==> src/rtl/hdb3_pkg.sv <==
// Shared HDB3 definitions: symbol codes used by the substitution stage,
// the polarity stage and the decoder.
package hdb3_pkg;
    localparam logic [1:0] CODE_ZERO = 2'b00;
    localparam logic [1:0] CODE_ONE  = 2'b01;
    localparam logic [1:0] CODE_B    = 2'b10;
    localparam logic [1:0] CODE_V    = 2'b11;
    localparam int         ZERO_RUN  = 4;
endpackage

==> src/rtl/hdb3_vb_insert.sv <==
// HDB3 encoder front end: replaces each run of four zeros with 000V or B00V
// and emits one unsigned 2-bit symbol code per enabled bit slot.
module hdb3_vb_insert
    import hdb3_pkg::*;
#(
    parameter logic INIT_PARITY = 1'b0
) (
    input  logic       clk,
    input  logic       rst,
    input  logic       en,
    input  logic       data_in,
    output logic [1:0] data_out,
    output logic       out_valid
);

    logic [ZERO_RUN-1:0][1:0] sr;
    logic [1:0]               zcnt;
    logic                     par;
    logic [2:0]               fcnt;

    always_ff @(posedge clk) begin
        if (rst) begin
            sr        <= '0;
            zcnt      <= '0;
            par       <= INIT_PARITY;
            fcnt      <= '0;
            data_out  <= CODE_ZERO;
            out_valid <= 1'b0;
        end else if (en) begin
            data_out  <= sr[3];
            sr[3]     <= sr[2];
            sr[2]     <= sr[1];
            sr[1]     <= sr[0];
            out_valid <= (fcnt == 3'd4);
            if (fcnt != 3'd4)
                fcnt <= fcnt + 3'd1;

            if (data_in) begin
                sr[0] <= CODE_ONE;
                zcnt  <= '0;
                par   <= ~par;
            end else if (zcnt != 2'd3) begin
                sr[0] <= CODE_ZERO;
                zcnt  <= zcnt + 2'd1;
            end else begin
                // Fourth zero: the run's first zero is shifting into sr[3];
                // it becomes B when an even number of pulses preceded this V.
                sr[0] <= CODE_V;
                sr[3] <= par ? CODE_ZERO : CODE_B;
                zcnt  <= '0;
                par   <= 1'b0;
            end
        end else begin
            out_valid <= 1'b0;
        end
    end

endmodule

==> config.mk <==
export PLATFORM = sky130hd
export DESIGN_NAME = hdb3_vb_insert
export DESIGN_NICKNAME = d
export VERILOG_FILES = /design/src/rtl/hdb3_pkg.sv /design/src/rtl/hdb3_vb_insert.sv
export SDC_FILE = /design/constraint.sdc
export NUM_CORES = 1
export LEC_CHECK = 0
export BUFFER_PORTS_ARGS = -buffer_cell sky130_fd_sc_hd__buf_2
export CORE_AREA = 8 8 51 53
export CTS_CLUSTER_DIAMETER = 80
export DETAILED_ROUTE_END_ITERATION = 8
export DIE_AREA = 0 0 59 61
export HOLD_SLACK_MARGIN = 0.1
export PLACE_DENSITY_LB_ADDON = 0.2
export SLEW_MARGIN = 15
export SYNTH_ARGS = -nofsm -noshare
export SYNTH_HDL_FRONTEND = slang
export SYNTH_SLANG_ARGS = --single-unit
export TNS_END_PERCENT = 100
==> constraint.sdc <==
create_clock -name clk -period 2.25 [get_ports clk]
set_clock_uncertainty 0.05 [all_clocks]
set_input_delay 0.225 -clock clk [delete_from_list [all_inputs] [get_ports clk]]
set_output_delay 0.225 -clock clk [all_outputs]
set_load 0.01 [all_outputs]
# Yosys cells after proc, flatten, opt, wreduce, memory -nomap -nowiden
# Cells that the tools add are included.
[word_totals]
regBits = 17
in_bits = 4
out_inout_bits = 3
elab_cells = 29
[op_classes]
n_addsub = 2
n_eq_ne = 4
mux = 9
bitwise = 2
reduce_logical = 3
[op_table]
columns = ["operator", "count"]
rows = [
  ["2-bit two-way mux", 7],
  ["2-bit inequality test (second input constant)", 2],
  ["2-bit AND reduction", 2],
  ["3-bit by 1-bit adder with 3-bit output (second input constant)", 1],
  ["3-bit equality test (second input constant)", 1],
  ["3-bit inequality test (second input constant)", 1],
  ["2-bit by 1-bit adder with 2-bit output (second input constant)", 1],
  ["1-bit two-way mux", 2],
  ["1-bit NOT", 2],
  ["2-bit OR reduction", 1],
]

# Longest topological paths before layout
[depth]
depth_word = 3
mapped_depth = 5
depth_no_buf = 5

# Least setup slack after synthesis
# No wires, ideal clock.
[synth_timing]
path_type = "reg2reg"
startpoint = "register fcnt[0]"
endpoint = "register fcnt[1]"
arrival_ps = 1010
slack_ps = 1073
stages_incl_launch_ff = 6
n_path_buf = 0
path_cell_list = "dfxtp_1 -> inv_1 -> ha_1 -> a21boi_2 -> mux2i_1 -> nor2_1"
[synth_via]
elab_chain_cells = 2
word_cells_on_any_way = 3
[synth_rtl]
columns = ["element", "line_no", "source"]
rows = [
  ["from (decl)", "hdb3_vb_insert.sv:19", "logic [2:0] fcnt;"],
  ["from (signal assigned)", "hdb3_vb_insert.sv:36", "fcnt <= fcnt + 3'd1;"],
  ["branches (longest 2 deep; another with 3-bit by 1-bit adder with 3-bit output)", "n/a", ""],
]
# Several ways; the timed one is not identified.
# A chain may end at the register's enable or synchronous reset.

# Worst setup path after layout
# Ends and elaborated chain as after synthesis.

==> results.md <==
* Ys Warns at 0
* Initial antenna violation count at 0
* Grt ovf at 0
* CP startpoint: fcnt[0]$_SDFFE_PP0P_
* Drt total wl at 1030 µm
* RSZ-0062 raised after global routing: false
* Reg2reg end: fcnt[1]$_SDFFE_PP0P_
* Hold depth at 3
* CORE AREA at 1840 µm²
* Minimum clock period at 1.29 ns
* Die H at 61 µm
* Kind of critical path: reg -> reg
* Dpl ws at 0.952 ns
* Worst path slowest cell: dfxtp_1
* Most frequent cells in the layout: dfxtp_1 (17), nor2_1 (10), mux2i_1 (9)
* Static leakage at 0.325 nW
* Netlist cell types at 20
* Syn nets at 76
* Synthesized cell area at 704 µm²
* # rows at 16
* Total CTS buffers at 3
* IO Pins at 7
* Final Max Tran Viols at 0
* Ant. Diodes at 0
* Clock buffer depth at 2
* CTS tree: done
* Area share of the largest cell type after synthesis at 0.483
* Initial DRC Count at 6
* Final worst path period share at 0.571
* Fill count at 202
* Final setup violation count at 0
* Total of max-cap violations at 0
* Most common cell after layout, fill and taps aside: dfxtp_1
* DIE WIDTH at 59 µm
* Final WS setup at 0.965 ns
* H-tree lvl count at 1
* ANT nets after route at 0
* FMAX at 778 MHz
* Register area share after synthesis at 0.483
* Syn Inst Count at 69
* PortBufs at 6
* Slowest cell delay on critical path at 0.38 ns
* Cells on worst reg2reg path at 5
* Largest area contributor in the netlist: dfxtp_1
* CTS clk-pin slew, worst paths at 0.09 ns
* Ys async rst share at 0
* CTS Hold Bufs at 0
* Initial DRT Pass Iterations at 4
* #FFs+latches synth at 17
* Post CTS Setup Buffer Count at 0
* Initial Util at 0.382
* Post-DP HPWL at 723 µm
* Largest cells by area after synthesis: dfxtp_1 (48%), mux2i_1 (13%), ha_1 (5.3%)
* Layout cells sized above 1 at 0.147
* Critical Path AT at 1.41 ns
* Status: finished clean
* Post-CTS Resized at 0
* First-pass GRT wire length at 1550 µm
* Drt drc at 0
* Area growth syn-to-layout at 8.70%
* GP Congestion at 0.664
* GR Util All Layers at 0.0582
* Final Hold Viols at 0
* Average cell area after synthesis at 10.2 µm²
* Drt wl/cell at 10.1 µm
* Nets@finish at 83
* # clock sinks at 17
* Setup_tns at 0 ns
* Top FF cell, synth: dfxtp_1
* DR vias/cell at 4.54
* Die area at 3600 µm²
* Hold_sp: data_in
* Maximum VDD drop at 0.000283 V
* Clock Latency Late Sink at 0.28 ns
* Peak fanout along the critical path at 3
* Hold WC Path Type: in -> reg
* Post-synth EDFFs at 0
* P per Cell Area at 670 nW/µm²
* Worst path cell trace: inv_1, ha_1, a21boi_2, mux2i_1, nor2_1
* Relative slew slack at 0.737
* R2R Path Start: fcnt[0]$_SDFFE_PP0P_
* Crit path required time at 2.37 ns
* Critical Path Start Type: register
* Via count at 463
* Worst slew pin tran at 0.395 ns
* Critical path endpoint category: register
* R2R setup slack at 0.96 ns
* Largest net degree at the start of global routing at 22
* CTS Root Cell: clkbuf_4
* Vias in the first global route at 364
* Sink of the worst hold path: par$_SDFFE_PP0P_
==> layout make-up <==
cell class	count	area, µm²	share of cell area
inverter	2	7.51	0.00980
sequential	17	340	0.444
tap	27	33.8	0.0441
timing repair buffer	6	30.0	0.0392
clock buffer	4	26.3	0.0343
multi-input combinational	46	328	0.428
==> worst max-delay path: cells and delay by family (launching register included) <==
family,cells,cell delay [ns]
compound gates,1,0.20
fa+ha+maj,1,0.22
buf+inv,1,0.06
flops,1,0.38
mux,1,0.21
simple gates,1,0.05
==> Yosys cell counts, types with 2 or more instances <==
master     n
buf_2      2
nor2_1    10
mux2i_1    9
inv_1      2
nand3b_1   4
nand2b_1   4
a21oi_1    6
and4b_1    2
dfxtp_1   17
ha_1       3
==> per-layer routing <==
metal,part of all wire,GRT usage
met2,0.41,0.0763
met4,0.014,0.0512
met3,0.035,0.0191
met5,0,0
met1,0.54,0.0734
==> worst max-delay path by stage <==
stage	end	slack, ns	cells after the start
2_1_floorplan	fcnt[1]$_SDFFE_PP0P_	1.07	5
3_3_place_gp	fcnt[1]$_SDFFE_PP0P_	0.98	4
3_5_place_dp	fcnt[1]$_SDFFE_PP0P_	0.95	4
4_1_cts	fcnt[1]$_SDFFE_PP0P_	0.96	5
5_1_grt	fcnt[1]$_SDFFE_PP0P_	0.89	5
6_report	fcnt[1]$_SDFFE_PP0P_	0.96	5
==> power by group <==
part	switching [mW]	internal (mW)	total (mW)	leakage [nW]
Clock	0.0850	0.0686	0.154	0.0150
Sequential	0.00653	0.310	0.316	0.138
Combinational	0.0235	0.0199	0.0434	0.172
==> registers in the layout, indices dropped and copies added (netlist names) <==
register / flops
zcnt: 2
sr: 8
data_out: 2
out_valid: 1
par: 1
fcnt: 3
==> per-stage QoR <==
| stage | total power [mW] | hold WS, ns | cell area (µm²) | std cells | utilization |
|---|---|---|---|---|---|
| 4_1_cts | 0.524 | 0.204 | 766 | 102 | 0.416 |
| 3_3_place_gp | 0.367 | 0.410 | 739 | 98 | 0.401 |
| 3_5_place_dp | 0.367 | 0.409 | 739 | 98 | 0.401 |
| 5_1_grt | 0.540 | 0.216 | 766 | 102 | 0.416 |
| 2_1_floorplan | 0.360 | 0.339 | 704 | 69 | - |
| 6_report | 0.513 | 0.217 | 766 | 102 | 0.416 |
==> kinds of logic after synthesis <==
family	synth area share
adder cells (fa/ha/maj)	0.0533
XOR/XNOR	0.0124
AND/OR/NAND/NOR	0.195
multiplexers	0.128
AO/OA/AOI/OAI	0.0764
buffers and inverters	0.0515
flip-flops	0.483
(Power assumes the default switching activity.)
